`src/rtl/bcd_display_mux.sv`:
```
// Time-multiplexed 4-digit 7-segment driver for a packed BCD word, with a
// frame-aligned pending buffer, leading-zero blanking and per-digit decimal points.
module bcd_display_mux #(
  parameter int unsigned PRESCALE       = 50000,
  parameter bit          SEG_ACTIVE_LOW = 1'b1,
  parameter bit          AN_ACTIVE_LOW  = 1'b1
) (
  input  logic        clk,
  input  logic        rst_n,
  input  logic [15:0] bcd_in,
  input  logic [3:0]  dp_in,
  input  logic        load,
  input  logic        blank_en,
  output logic [6:0]  seg,
  output logic        dp,
  output logic [3:0]  an,
  output logic        frame_done
);

  localparam int unsigned CNT_W    = (PRESCALE > 2) ? $clog2(PRESCALE) : 1;
  localparam int unsigned DIGITS   = 4;
  localparam int unsigned IDX_W    = 2;
  localparam logic [CNT_W-1:0] CNT_MAX = CNT_W'(PRESCALE - 1);
  localparam logic [6:0] SEG_OFF   = SEG_ACTIVE_LOW ? 7'h7F : 7'h00;
  localparam logic       DP_OFF    = SEG_ACTIVE_LOW;
  localparam logic [3:0] AN_OFF    = AN_ACTIVE_LOW ? 4'hF : 4'h0;
  localparam logic [6:0] SEG_DASH  = 7'h40;
  localparam logic [6:0] SEG_BLANK = 7'h00;

  typedef struct packed {
    logic [15:0] bcd;
    logic [3:0]  dp;
  } word_t;

  logic [CNT_W-1:0] cnt;
  logic             tick;
  logic [IDX_W-1:0] idx;
  logic [IDX_W-1:0] next_idx;
  logic             commit;

  word_t in_word;
  word_t disp_q;
  word_t pend_q;
  logic  pend_valid;
  word_t disp_nxt;
  word_t pend_nxt;
  logic  pend_valid_nxt;

  logic [3:0]       nib_c;
  logic             blank_c;
  logic [6:0]       seg_pat_c;
  logic             dp_pat_c;
  logic [DIGITS-1:0] an_pat_c;

  // Active-high segment pattern {g,f,e,d,c,b,a}; non-decimal nibbles show a dash.
  function automatic logic [6:0] seg_decode(input logic [3:0] n);
    logic [6:0] p;
    case (n)
      4'd0:    p = 7'h3F;
      4'd1:    p = 7'h06;
      4'd2:    p = 7'h5B;
      4'd3:    p = 7'h4F;
      4'd4:    p = 7'h66;
      4'd5:    p = 7'h6D;
      4'd6:    p = 7'h7D;
      4'd7:    p = 7'h07;
      4'd8:    p = 7'h7F;
      4'd9:    p = 7'h6F;
      default: p = SEG_DASH;
    endcase
    return p;
  endfunction

  assign in_word  = {bcd_in, dp_in};
  assign tick     = (cnt == CNT_MAX);
  assign next_idx = IDX_W'(idx + IDX_W'(1));
  assign commit   = tick && (next_idx == '0);

  // Slot prescaler
  always_ff @(posedge clk or negedge rst_n) begin
    if (!rst_n) begin
      cnt <= '0;
    end else if (tick) begin
      cnt <= '0;
    end else begin
      cnt <= CNT_W'(cnt + CNT_W'(1));
    end
  end

  // Digit scan index; starts at 3 so the first tick selects digit 0
  always_ff @(posedge clk or negedge rst_n) begin
    if (!rst_n) begin
      idx <= IDX_W'(DIGITS - 1);
    end else if (tick) begin
      idx <= next_idx;
    end
  end

  // Buffer next-state: a load on the commit edge bypasses the pending slot
  always_comb begin
    disp_nxt       = disp_q;
    pend_nxt       = pend_q;
    pend_valid_nxt = pend_valid;
    if (commit) begin
      if (load) begin
        disp_nxt = in_word;
      end else if (pend_valid) begin
        disp_nxt = pend_q;
      end
      pend_valid_nxt = 1'b0;
    end else if (load) begin
      pend_nxt       = in_word;
      pend_valid_nxt = 1'b1;
    end
  end

  always_ff @(posedge clk or negedge rst_n) begin
    if (!rst_n) begin
      disp_q     <= '0;
      pend_q     <= '0;
      pend_valid <= 1'b0;
    end else begin
      disp_q     <= disp_nxt;
      pend_q     <= pend_nxt;
      pend_valid <= pend_valid_nxt;
    end
  end

  // Pattern for the digit entering its slot, taken from the post-commit word
  always_comb begin
    nib_c     = disp_nxt.bcd[{next_idx, 2'b00} +: 4];
    blank_c   = 1'b0;
    seg_pat_c = seg_decode(nib_c);
    dp_pat_c  = disp_nxt.dp[next_idx];
    an_pat_c  = DIGITS'(1) << next_idx;
    case (next_idx)
      2'd3:    blank_c = blank_en && (disp_nxt.bcd[15:12] == 4'h0);
      2'd2:    blank_c = blank_en && (disp_nxt.bcd[15:8] == 8'h00);
      2'd1:    blank_c = blank_en && (disp_nxt.bcd[15:4] == 12'h000);
      default: blank_c = 1'b0;
    endcase
    if (blank_c) begin
      seg_pat_c = SEG_BLANK;
      dp_pat_c  = 1'b0;
      an_pat_c  = '0;
    end
  end

  // Pin registers: update only on slot boundaries
  always_ff @(posedge clk or negedge rst_n) begin
    if (!rst_n) begin
      seg <= SEG_OFF;
      dp  <= DP_OFF;
      an  <= AN_OFF;
    end else if (tick) begin
      seg <= SEG_ACTIVE_LOW ? ~seg_pat_c : seg_pat_c;
      dp  <= SEG_ACTIVE_LOW ? ~dp_pat_c  : dp_pat_c;
      an  <= AN_ACTIVE_LOW  ? ~an_pat_c  : an_pat_c;
    end
  end

  always_ff @(posedge clk or negedge rst_n) begin
    if (!rst_n) begin
      frame_done <= 1'b0;
    end else begin
      frame_done <= commit;
    end
  end

endmodule

```
`config.mk`:
```
export PLATFORM = sky130hd
export DESIGN_NAME = bcd_display_mux
export DESIGN_NICKNAME = d
export VERILOG_FILES = /design/src/rtl/bcd_display_mux.sv
export SDC_FILE = /design/constraint.sdc
export NUM_CORES = 1
export LEC_CHECK = 0
export ABC_CLOCK_PERIOD_IN_PS = 3300
export CORE_ASPECT_RATIO = 0.75
export CORE_MARGIN = 4
export CORE_UTILIZATION = 63
export DETAILED_ROUTE_END_ITERATION = 8
export DONT_BUFFER_PORTS = 1
export HOLD_SLACK_MARGIN = 0.03
export PLACE_DENSITY_LB_ADDON = 0.05
export SLEW_MARGIN = 20
export SYNTH_ARGS = -nofsm -noshare
export SYNTH_HDL_FRONTEND = slang
export SYNTH_SLANG_ARGS = --single-unit
```
`constraint.sdc`:
```
create_clock -name clk -period 3.3 [get_ports clk]
set_clock_uncertainty 0.1 [all_clocks]
set_input_delay 0.33 -clock clk [delete_from_list [all_inputs] [get_ports clk]]
set_output_delay 0.33 -clock clk [all_outputs]
set_load 0.03 [all_outputs]
```
==> results_dict.tcl <==
set metrics [dict create \
    finalInstanceArea_sq_um 4240 \
    ys_seq_elements 72 \
    final_util 0.767 \
    final_hold_viol_count 0 \
    sw_frac_of_total 0.202 \
    power_mw 1.80 \
    period_needed_ns 3.10 \
    slowest_delay_ns 0.55 \
    synth_cell_types 53 \
    n_antenna_cell 0 \
    crit_chain "ha_1 -> and4_1 -> nand4_4 -> inv_6 -> nand2_2 -> o22ai_1 -> nor2_1 -> mux2_2 -> mux2_2 -> ha_1 -> o21bai_1 -> a21oi_1 -> o22a_1" \
    fin_setup_tns_ns 0 \
    multi_input_area_sq_um 1800 \
    critPathArrivalTime_ns 3.27 \
    synth_area_leaders "dfrtp_1, dfstp_2, mux2_2" \
    period_share 0.939 \
    holdWs_ns 0.0379 \
    critPathKind "register to register" \
    gp_congestion 0.809 \
    die_w_um 96.9 \
    avgSynthCellArea_sq_um 10.5 \
    io_pins 37 \
    critPathSlowestCell "dfstp_2" \
    synth-main-ff-cell "dfrtp_1" \
    cts_buffer_depth 2 \
    clock_sinks 72 \
    port_buffers 0 \
    setup_viol 0 \
    grt_pass1_wl_um 13500 \
    clk_pin_slew_ns 0.07 \
    pwr_density_cell_nw_per_um2 426 \
    wl_per_cell_um 17.5 \
    drive_gt1_frac 0.216 \
    drc_errors 0 \
    yosysTopAreaCellShare 0.389 \
    cts.htree.levels 3 \
    yosys-top-cells-count "dfrtp_1, nor2_1, nand2_1, nand3_1, mux2_2" \
    ys_seq_area_frac 0.487 \
    async_reset_ff_frac 1.00 \
    ff2ff_path_depth 13 \
    stdcell_count 455 \
    fmax_mhz 323 \
    layout_setup_ws_ns 0.202 \
    synth.largest_area_cell "dfrtp_1" \
    dp_hpwl_um 5440 \
    dp_cells 423 \
    drt_wl_total_um 7960 \
    place_area_sq_um 3810 \
    tritoncts "yes" \
    synth_edf_count 0 \
    whs_path_depth 1 \
    numCtsBuffers 9 \
    first_global_vias 2681 \
    postRouteAntennaNets 0 \
    ys_warn_count 0 \
    critPathLaunchType "register" \
    syn_inst 354 \
    seqPwrFrac 0.512 \
    synth_most_common_cell "dfrtp_1" \
    worstHoldStart "bcd_in[2]" \
    rows 23 \
    vias 2765 \
    dieArea_sq_um 7230 \
    p_sw_uw 365 \
    hp-class "primary input to register" \
    gr-usage-all-layers 0.238 \
    r2r_start "idx[1]" \
    drtIter0Drc 230 \
    p_clk_frac 0.442 \
    vias_per_cell 6.08 \
    grt_overflow_total 0 \
    grt_max_degree 73 \
    cp.required_ns 3.47 \
    finalMaxSlewViolations 0 \
    start_util 0.676 \
    cp-startpoint "idx[1]" \
    tightestPinTransition_ns 0.710 \
    synth_area_sq_um 3730 \
    outcome "completed" \
    place_ws_ns 0.111 \
    fillers 385 \
    syn2layout_area_growth_pct 13.6 \
    clk_latency_ns 0.34 \
    cellInternalPower_mw 1.44 \
    synth_nets 388 \
    end_kind "register" \
    p_comb_frac 0.046 \
    worstPathMaxFanout 23 \
    antenna_found_initial 0 \
    cts-root-buf "clkbuf_8" \
    p_leak_nw 1.84 \
    die_h_um 74.7 \
    fin_nets 409 \
    rsz0062_at_grt "false" \
    core_area_sq_um 5530 \
    drtPass1Iterations 5 \
    cap_violations 0 \
    maxSlewHeadroom 0.526 \
    seqCellArea_sq_um 1820 \
    vdd_drop_max_v 0.000280 \
]
[layout make-up]
type | count | area share
inverter | 9 | 0.00915
tap | 75 | 0.0221
sequential | 72 | 0.429
timing repair buffer | 27 | 0.0614
clock buffer | 14 | 0.0407
multi-input combinational | 256 | 0.423
clock inverter | 2 | 0.0142
[sequential cells by signal, summed over array words and instances (netlist names)]
signal / flops
an: 4
cnt: 16
disp_q: 20
dp: 1
frame_done: 1
idx: 2
pend_q: 20
pend_valid: 1
seg: 7
[worst max-delay path: cells and delay by family (launching register included)]
kind | cells | cell delay [ns]
AO/OA/AOI/OAI | 4 | 0.58
adder cells (fa/ha/maj) | 2 | 0.37
buffers and inverters | 1 | 0.20
flip-flops | 1 | 0.55
multiplexers | 2 | 0.61
AND/OR/NAND/NOR | 4 | 0.62
[cells by family (layout without fill, tap and decap cells)]
kind of cell | after synthesis | count (layout) | synth area share
AND/OR/NAND/NOR | 128 | 128 | 0.181
AO/OA/AOI/OAI | 76 | 76 | 0.144
flip-flops | 72 | 72 | 0.487
multiplexers | 29 | 29 | 0.0881
buffers and inverters | 26 | 52 | 0.0359
XOR/XNOR | 13 | 13 | 0.0305
adder cells (fa/ha/maj) | 10 | 10 | 0.0335
[final timing paths]
check	end	slack, ns
worst max-delay path	seg[5]	0.20
worst min-delay path	pend_q[6]	0.04
worst max register to register	seg[5]	0.20
worst min register to register	cnt[0]	0.36
max in group asynchronous	an[1]	2.33
min in group asynchronous	pend_q[13]	0.44
[cells in the final DEF (no fill, tap or decap), types with 11 or more instances in the layout]
master         synthesis  final
a21oi_1               19     19
dfrtp_1               58     58
nand3_1               22     22
mux2_2                21     21
nand2_1               23     22
dfstp_2               14     14
buf_4                  1     11
nor2_1                47     47
dlygate4sd3_1          0     15
clkbuf_8               0     12
[metal layers]
| metal | track usage | part of all wire | vias up |
|---|---|---|---|
| li1 | - | - | 1329 |
| met1 | 0.345 | 0.47 | 1322 |
| met2 | 0.352 | 0.44 | 100 |
| met3 | 0.0648 | 0.072 | 14 |
| met4 | 0.0794 | 0.014 | 0 |
| met5 | 0 | 0 | - |
[power by group through the flow]
stage          clock [mW]  combinational, mW  sequential (mW)
6_report            0.797             0.0829            0.925
4_1_cts             0.808             0.0770            0.924
3_3_place_gp            0             0.0462            0.939
5_1_grt             0.854             0.0925            0.927
2_1_floorplan           0             0.0434            0.934
3_5_place_dp            0             0.0481            0.940
[what timing repair did]
action	in CTS	in global routing
endpoints found under the setup margin	0	4
endpoints found under the hold margin	79	7
resized for setup	0	4
buffers inserted	0	0
hold buffers	9	7
(Power assumes the default switching activity.)
